<file path="src/rtl/mem_access_unit.sv">
// mem_access_unit: single-access controller between the address register and
// the single-port pixel RAM. Runs one read or write per request, captures read
// data into the MDR and reports completion with a one-cycle done pulse.
// All state is updated on the falling clock edge to line up with the datapath.

module mem_access_unit #(
    parameter int ADDR_W    = 18,
    parameter int DATA_W    = 8,
    parameter int MEM_DEPTH = 262144,
    parameter int RD_LAT    = 2
) (
    input  logic              clk,
    input  logic              rst,
    input  logic              req_rd,
    input  logic              req_wr,
    input  logic [ADDR_W-1:0] addr,
    input  logic [ADDR_W-1:0] wdata,
    output logic              busy,
    output logic              done,
    output logic              err,
    output logic [ADDR_W-1:0] mdr,
    output logic              mem_en,
    output logic              mem_we,
    output logic [ADDR_W-1:0] mem_addr,
    output logic [DATA_W-1:0] mem_din,
    input  logic [DATA_W-1:0] mem_dout
);

    typedef enum logic [1:0] {
        ST_IDLE    = 2'd0,
        ST_RD_WAIT = 2'd1,
        ST_WR      = 2'd2
    } state_t;

    // One extra bit so that MEM_DEPTH == 2**ADDR_W is representable.
    localparam logic [ADDR_W:0] DEPTH_LIM = MEM_DEPTH[ADDR_W:0];
    localparam logic [2:0]      RD_LAT_C  = RD_LAT[2:0];

    state_t              state_r, state_s;
    logic [2:0]          cnt_r, cnt_s;
    logic                busy_s, done_s, err_s, mem_en_s, mem_we_s;
    logic [ADDR_W-1:0]   mdr_s, mem_addr_s;
    logic [DATA_W-1:0]   mem_din_s;
    logic                addr_bad_s;
    logic                wdata_unused_s;

    // Only the low DATA_W bits of the bus are stored; the rest are dropped.
    assign wdata_unused_s = ^wdata[ADDR_W-1:DATA_W];
    assign addr_bad_s     = ({1'b0, addr} >= DEPTH_LIM);

    // Next-state and next-output decode; every output is registered below.
    always_comb begin
        state_s    = state_r;
        cnt_s      = cnt_r;
        busy_s     = busy;
        done_s     = 1'b0;
        err_s      = 1'b0;
        mdr_s      = mdr;
        mem_en_s   = 1'b0;
        mem_we_s   = 1'b0;
        mem_addr_s = mem_addr;
        mem_din_s  = mem_din;
        case (state_r)
            ST_IDLE: begin
                if (req_rd && req_wr) begin
                    done_s = 1'b1;
                    err_s  = 1'b1;
                end else if ((req_rd || req_wr) && addr_bad_s) begin
                    done_s = 1'b1;
                    err_s  = 1'b1;
                end else if (req_rd) begin
                    mem_addr_s = addr;
                    mem_en_s   = 1'b1;
                    busy_s     = 1'b1;
                    cnt_s      = RD_LAT_C;
                    state_s    = ST_RD_WAIT;
                end else if (req_wr) begin
                    mem_addr_s = addr;
                    mem_din_s  = wdata[DATA_W-1:0];
                    mem_en_s   = 1'b1;
                    mem_we_s   = 1'b1;
                    busy_s     = 1'b1;
                    state_s    = ST_WR;
                end else begin
                    state_s = ST_IDLE;
                end
            end
            ST_RD_WAIT: begin
                // Counter reaches zero one edge before the capture edge.
                if (cnt_r == 3'd0) begin
                    mdr_s   = {{(ADDR_W-DATA_W){1'b0}}, mem_dout};
                    done_s  = 1'b1;
                    busy_s  = 1'b0;
                    state_s = ST_IDLE;
                end else begin
                    cnt_s = cnt_r - 3'd1;
                end
            end
            ST_WR: begin
                done_s  = 1'b1;
                busy_s  = 1'b0;
                state_s = ST_IDLE;
            end
            default: begin
                busy_s  = 1'b0;
                cnt_s   = 3'd0;
                state_s = ST_IDLE;
            end
        endcase
    end

    // State, counter and output registers; synchronous reset aborts any access.
    always_ff @(negedge clk) begin
        if (rst) begin
            state_r  <= ST_IDLE;
            cnt_r    <= 3'd0;
            busy     <= 1'b0;
            done     <= 1'b0;
            err      <= 1'b0;
            mdr      <= {ADDR_W{1'b0}};
            mem_en   <= 1'b0;
            mem_we   <= 1'b0;
            mem_addr <= {ADDR_W{1'b0}};
            mem_din  <= {DATA_W{1'b0}};
        end else begin
            state_r  <= state_s;
            cnt_r    <= cnt_s;
            busy     <= busy_s;
            done     <= done_s;
            err      <= err_s;
            mdr      <= mdr_s;
            mem_en   <= mem_en_s;
            mem_we   <= mem_we_s;
            mem_addr <= mem_addr_s;
            mem_din  <= mem_din_s;
        end
    end

endmodule

</file>
<file path="config.mk">
export PLATFORM = sky130hd
export DESIGN_NAME = mem_access_unit
export DESIGN_NICKNAME = d
export VERILOG_FILES = /design/src/rtl/mem_access_unit.sv
export SDC_FILE = /design/constraint.sdc
export NUM_CORES = 1
export LEC_CHECK = 0
export BUFFER_PORTS_ARGS = -buffer_cell sky130_fd_sc_hd__clkbuf_2
export CORE_UTILIZATION = 41
export CTS_BUF_LIST = sky130_fd_sc_hd__clkbuf_8
export CTS_CLUSTER_DIAMETER = 60
export DETAILED_ROUTE_END_ITERATION = 8
export PLACE_DENSITY = 0.85
export SLEW_MARGIN = 15
export SYNTH_ARGS = -nofsm -noshare
export SYNTH_HDL_FRONTEND = slang
export SYNTH_SLANG_ARGS = --single-unit
</file>
<file path="constraint.sdc">
create_clock -name clk -period 1.7 [get_ports clk]
set_clock_uncertainty 0.05 [all_clocks]
set_input_delay 0 -clock clk [delete_from_list [all_inputs] [get_ports clk]]
set_output_delay 0 -clock clk [all_outputs]
set_load 0.02 [all_outputs]
</file>
### After elaboration in Yosys (flattened, before gate mapping)

Cells that the tools add are included.
W data, S select, Z words.

* register bits: 44
* output and inout bits: 49
* word-level logic and storage cells: 56

* equal/unequal tests: 7
* reduce and logical (&&, ||, !) cells: 13
* $add $sub $neg: 1
* bitwise logic cells: 4
* mux-type cells: 21

Operators with widths (number)
* $mux W18: 2
* $mux W3: 3
* $pmux W3 S3: 1
* $mux W1: 8
* $mux W2: 4
* $ne A2 B2 Y1 const B: 4
* $reduce_and A4 Y1: 2
* $reduce_and A3 Y1: 2
* $not A1 Y1: 4
* $pmux W2 S2: 1
* $reduce_and A2 Y1: 2
* $reduce_or A4 Y1: 1
* $logic_not A3 Y1: 1
* $ne A3 B3 Y1 const B: 1
* $pmux W1 S3: 1
* $reduce_or A3 Y1: 1
* $sub A3 B1 Y3 const B: 1
* $eq A2 B1 Y1 const B: 1
* $eq A2 B2 Y1 const B: 1
* $logic_not A2 Y1: 1
* $pmux W1 S2: 1
* $reduce_bool A2 Y1: 1
* $reduce_or A2 Y1: 1
* $logic_and A1 B1 Y1: 1

### Longest topological paths before layout

Gate-level depths: netlist of run 1.

* word-level depth: 4
* mapped depth: 8

==> results of run 1 <==
==> state kept, by name, summed over array words and instances, names as in the netlist <==
register and flops:
mdr 8, mem_addr 18, busy 1, cnt_r 3, mem_we 1, mem_en 1, mem_din 8, err 1
done 1, state_r 2
==> worst paths after layout <==
kind / slack, ns / start / endpoint
setup / recovery: -0.15 / mem_addr[7]$_SDFFE_NP0P_ / mem_addr[7]
hold / removal: 0.42 / mdr[5]$_SDFFE_NP0P_ / mdr[5]$_SDFFE_NP0P_
setup reg to reg: -0.09 / cnt_r[1]$_SDFFE_NP0P_ / mdr[0]$_SDFFE_NP0P_
hold reg to reg: 0.42 / mdr[5]$_SDFFE_NP0P_ / mdr[5]$_SDFFE_NP0P_
==> Yosys cell counts (all sizes together) <==
cell,n,share of area (%)
clkbuf,9,1.9
o21ai,9,2.5
a22oi,1,0.41
or4,2,0.83
buf,15,5.5
nand3,8,2.2
nand3b,1,0.41
nor3b,4,2.3
dfxtp,44,49
nor3,4,1.1
o21ba,1,0.55
a21oi,39,11
nand4bb,1,0.62
a211oi,1,0.41
nor2,3,0.62
and3,2,0.69
ha,5,3.5
or3b,2,0.97
nor4bb,1,0.55
inv,6,1.2
nand2,53,11
or4b,1,0.55
o211ai,3,1.2
conb,1,0.21
nor4,1,0.69
nand2b,2,0.69
==> layout make-up <==
cell class | instances | area share [%]
clock buffer | 5 | 1.954
clock inverter | 47 | 5.826
inverter | 5 | 0.8881
multi-input combinational | 154 | 29.48
sequential | 44 | 26.54
tap | 50 | 1.776
timing repair buffer | 121 | 33.53
==> metal layers <==
| metal | track usage, % | up-vias | wire, µm |
|---|---|---|---|
| met5 | 0 | - | 0 |
| met4 | 16.15 | 0 | 646 |
| met3 | 11.33 | 74 | 1276 |
| met2 | 49.26 | 249 | 4681 |
| met1 | 23.19 | 1176 | 3374 |
| li1 | - | 1033 | - |
==> report_power, final <==
part / total, mW / switching, mW / internal [mW]
clock: 1.47 / 0.891 / 0.574
combinational: 0.878 / 0.454 / 0.424
sequential: 1.21 / 0.0891 / 1.12
==> kinds of logic (layout without fill, tap and decap cells) <==
group,count (synthesis),in the layout,share of synthesized area (%)
flip-flops,44,44,48.65
AO/OA/AOI/OAI,54,54,15.90
buffers and inverters,30,178,8.569
other,1,10,0.2071
AND/OR/NAND/NOR,85,85,23.22
adder cells (fa/ha/maj),5,5,3.455
==> repair_timing <==
| action | in CTS | in global routing |
|---|---|---|
| cloned | 3 | 1 |
| setup endpoints to repair | 67 | 76 |
| resized for setup | 122 | 105 |
| buffers inserted | 6 | 17 |
| pin swaps | 2 | 22 |
==> per-stage QoR <==
stage,util (%),power (mW)
CTS,75.43,3.045
floorplan,-,1.664
global route,85.59,3.696
global placement,56.73,1.810
finish,85.59,3.550
detailed placement,56.73,1.822
==> impl_results.md, run 1 <==
* Setup TNS at -3.554 ns
* Synth Register Bits at 44
* Routed wire length at around 10000 µm
* Die Span Y at between 60 and 70 µm
* Final hold viol count at 0
* Netlist area before placement at between 0.0015 and 0.002 mm²
* DR vias at between 2000 and 3000
* Number of instances in the placed design at 348
* Hold_buf cts at 0
* CP peak stage delay at approximately 0.40 ns
* Nets@finish at 428
* Failing checks: setup timing
* # H-tree levels at 2
* IO Count at between 90 and 100
* Worst setup SP type: flip-flop
* Row count at 23
* WP buf/inv at 1
* RSZ-0062 raised after global routing: yes
* DRC viols at 0
* Fin worst setup slack at -0.1519 ns
* Worst slew pin tran at between 0.5 and 0.6 ns
* Number of global-route vias before repair at 2147
* Initial Util at between 40% and 50%
* Total CTS buffers at 5
* Root cell of the clock tree: clkbuf_8
* Area grow syn2layout at 94.54%
* Final setup violation count at a little over 70
* Synth warnings at 0
* Vias per cell at approximately 6
* Clock Sinks at 44
* Crit-path max FO at 2
* Worst Path Required at roughly 1.7 ns
* Final Non-Filler Cells at about 430
* Diode count at 0
* Storage cell area at 934.6 µm²
* Critical path cell sequence: buf_8
* CTS tree: built
* Area post-placement at approximately 0.0023 mm²
* CORE AREA at around 0.004 mm²
* Die area at 0.004685 mm²
* Slew margin rel. at between 60% and 70%
* Hold Path Depth at 2
* Remaining Overflow, GRT at 0
* Port bufs at 76
* Layout cell share with drive strength beyond 1 at between 50 and 60%
* Max-cap violation count at 0
* Slew Viols, Final at 0
* Slowest-stage cell, CP: dfxtp_2
* Seq/Total Area, Yosys at roughly half
* DR iter-0 viols at 385
* Pre-antenna DRT Iters at 5
* Routed wire length per instance at approximately 23 µm
* DP Worst Slack at -0.5092 ns
* Commonest non-fill, non-tap cell in the layout: inv_1
* Hold WS at approximately 0.42 ns
* Family with the most delay on the worst path: flip-flops
* Leak at around 1.7 nW
* FF-to-FF path depth at 6
* Crit Path Category: flip-flop to primary output
* Avg Cell Area, Syn at slightly above 8 µm²
* Pwr/cell area at between 1000 and 1500 mW/mm²
* Yosys cell types at 30
* Initial antenna violation count at 0
* Element type at the critical path end: primary output
* Final Cell Area at ~0.0035 mm²
* Synthesized instance count at between 200 and 250
* Global-route wire length before repair at between 9000 and 10000 µm
* Antenna viol nets, final at 0
* Worst skew pair latency at roughly 0.4 ns
* Clk buf depth at 2
* CTS clk-pin slew, worst paths at roughly 0.13 ns
* Largest net degree at the start of global routing at 19
* Hpwl dp at between 3000 and 4000 µm
* Most frequent cells in the layout: inv_1, buf_8, nand2_1, dfxtp_2, buf_4
* Arrival time at the worst endpoint at between 1.5 and 2 ns
* Chip Width at roughly 68 µm
* Crit. path cell count at 1
* Max VDD drop at 0.8553 mV
* Status: finished with violations
* Multi-input logic area at 0.001039 mm²
* HP Class: flip-flop to flip-flop
* Final RePlAce weighted congestion at approximately 0.74
* Total global-route track usage at a little over a quarter
* Filler cell count at 162
(Power assumes the default switching activity.)
==> run 2: changes to the inputs <==
--- a/config.mk
+++ b/config.mk
@@ -6,6 +6,7 @@
 export NUM_CORES = 1
 export LEC_CHECK = 0
 export BUFFER_PORTS_ARGS = -buffer_cell sky130_fd_sc_hd__clkbuf_2
+export CORE_ASPECT_RATIO = 2
 export CORE_UTILIZATION = 41
 export CTS_BUF_LIST = sky130_fd_sc_hd__clkbuf_8
 export CTS_CLUSTER_DIAMETER = 60
==> run 2 against run 1 <==
The run still ends with setup timing left; power about the same; sequential power about the same; via count increased by 1.5%.
==> impl_results.md, run 2 (synthesized netlist as in run 1, its figures left out) <==
* Met2 WL at about 5000 µm
* Tot Pwr at between 3 and 4 mW
* Worst reg2reg path startpoint: state_r[0]$_SDFFE_NP0P_
* Slowest-stage cell, CP: ha_4
* CORE AREA at between 0.004 and 0.005 mm²
* CTS tree: built
* Root cell of the clock tree: clkbuf_8
* Status: finished with violations
* Final Non-Filler Cells at ~430
* Final hold viol count at 0
* Initial Util at roughly 43%
* Final RePlAce weighted congestion at between 0.8 and 0.9
* Clk network pwr share at between 30% and 40%
* Largest net degree at the start of global routing at 23
* Multi-input logic area at around 0.0011 mm²
* Antenna viol nets, final at 0
* DRC viols at 0
* Most frequent cells in the layout: inv_1, buf_8, dfxtp_2, clkbuf_2, nand2_1
* Crit Path Category: input pin to flip-flop
* Port bufs at 76
* RSZ-0062 raised after global routing: yes
* Number of instances in the placed design at 347
* Arrival time at the worst endpoint at about 1.3 ns
* Total CTS buffers at 5
* Filler cell count at about 160
* Area grow syn2layout at 100.4%
* Element type at the critical path end: flip-flop
* Pre-antenna DRT Iters at 5
* Internal at about 2.0 mW
* Final Cell Area at around 0.0036 mm²
* HP Class: flip-flop to flip-flop
* Number of global-route vias before repair at between 2000 and 2500
* Routed wire length at roughly 10000 µm
* FF-to-FF path depth at 5
* Total global-route track usage at around 33%
* Largest Register: mem_addr
* Clock Sinks at 44
* CTS clk-pin slew, worst paths at about 0.060 ns
* Storage cell area at a little over 900 µm²
* Failing checks: setup timing
* Pwr/cell area at a little under 1000 mW/mm²
* Slew Viols, Final at 0
* Initial antenna violation count at 0
* Diode count at 0
* Highest routed metal layer: met4
* Leak at about 1.7 nW
* Switching part of the total power at 43.27%
* Max VDD drop at between 1 and 1.5 mV
* DR iter-0 viols at 232
* # H-tree levels at 2
* Die area at around 0.0047 mm²
* Worst Path Required at 1.10 ns
* Max-cap violation count at 0
* Commonest non-fill, non-tap cell in the layout: inv_1
* Chip Width at approximately 49 µm
* Remaining Overflow, GRT at 0
* Worst reg2reg endpoint: mdr[1]$_SDFFE_NP0P_
* Hold_sp: mdr[3]$_SDFFE_NP0P_
* Detail Route met3 WL at ~990 µm
* Hold WS at around 0.42 ns
* Routed wire length per instance at approximately 23 µm
* DR vias at roughly 2600
* Worst skew pair latency at between 0.4 and 0.5 ns
* Nets@finish at ~430
* WP buf/inv at 5
* Vias per cell at just over 6
* Hpwl dp at approximately 3300 µm
* Post-layout util at between 80 and 90%
* Hold_buf cts at 0
* Top flop regs: mem_addr: 18 flops, mdr: 8 flops, mem_din: 8 flops
* Fin worst setup slack at -0.1574 ns
* Hold endpoint: mdr[3]$_SDFFE_NP0P_
* Layout cell share with drive strength beyond 1 at 62.83%
* Critical path cell sequence: clkbuf_16 -> inv_6 -> ha_4 -> buf_4 -> nor3b_4 -> buf_6 -> clkbuf_16 -> nand2_1 -> a21oi_1
* Final setup violation count at 60
* Setup TNS at -4.138 ns
* Net Sw Power at 1.537 mW
* R2R Setup Slk at roughly 0.03 ns
* DP Worst Slack at -0.5362 ns
* Seq pwr share at roughly 34%
* Area post-placement at around 0.0023 mm²
* IO Count at a little under 100
* Family with the most delay on the worst path: buffers and inverters
* Worst setup SP type: input pin
* Combinational power share at between 20% and 30%
* Clk buf depth at 2
* Top cell by count, worst path: clkbuf_16
* Global-route wire length before repair at about 11000 µm
* Row count at 33
* CP peak stage delay at around 0.25 ns
* Die Span Y at between 90 and 100 µm
* Hold Path Depth at 2
* M1 WL at 3349 µm
* Crit-path max FO at 9
* Max FFs per register at 18
## run 2: changes by cell type in the layout (fill, tap and decap cells not counted), moves of 4 or more
| cell | change |
|---|---|
| buf_4 | -7 |
| nand2_1 | -7 |
| nand2_2 | +8 |
| nand3_1 | -7 |
| nand3_4 | +4 |
## run 2: layout make-up
class / instances / area share (%)
well taps: 52 / 1.793
clock inverters: 47 / 5.276
flip-flops and latches: 44 / 25.69
multi-input cells: 155 / 31.24
clock buffers: 5 / 1.897
repair buffers: 118 / 33.24
inverters: 5 / 0.8621
## run 2: power by group through the flow
stage	Clock (mW)	Sequential [mW]	Combinational, mW
detailed placement	0.161	1.16	0.498
global route	1.45	1.20	0.966
CTS	1.14	1.17	0.680
finish	1.42	1.20	0.940
floorplan	0.161	1.23	0.270
global placement	0.161	1.16	0.488
## run 2: worst max path at each step
stage	to	slack, ns	cells after the start	startpoint
after floorplan	mem_addr[0]$_SDFFE_NP0P_	-0.48	8	req_wr
after global placement	mem_din[6]$_SDFFE_NP0P_	-0.51	5	req_wr
after detailed placement	mem_din[5]$_SDFFE_NP0P_	-0.54	5	req_wr
after CTS	mem_addr[6]	-0.05	1	mem_addr[6]$_SDFFE_NP0P_
after global routing	mem_addr[5]$_SDFFE_NP0P_	-0.18	9	req_rd
final	mem_addr[5]$_SDFFE_NP0P_	-0.16	9	req_rd
## run 2: what timing repair did
| action | CTS | global route |
|---|---|---|
| pin swaps | 11 | 22 |
| setup endpoints to repair | 67 | 76 |
| gates resized for setup | 142 | 106 |
| cloned | 3 | 2 |
| buffers inserted | 11 | 12 |
## run 2: routing by layer
layer	vias to the layer above	track usage (%)
li1	1031	-
met1	1182	29.42
met2	273	62.73
met3	83	9.163
met4	0	19.12
met5	-	0
## run 2: worst reg2reg max path: stages (launching register included)
cell      delay, ns
dfxtp_1        0.38
buf_4          0.26
nor4bb_4       0.39
buf_4          0.22
nand2_1        0.08
a21oi_1        0.18
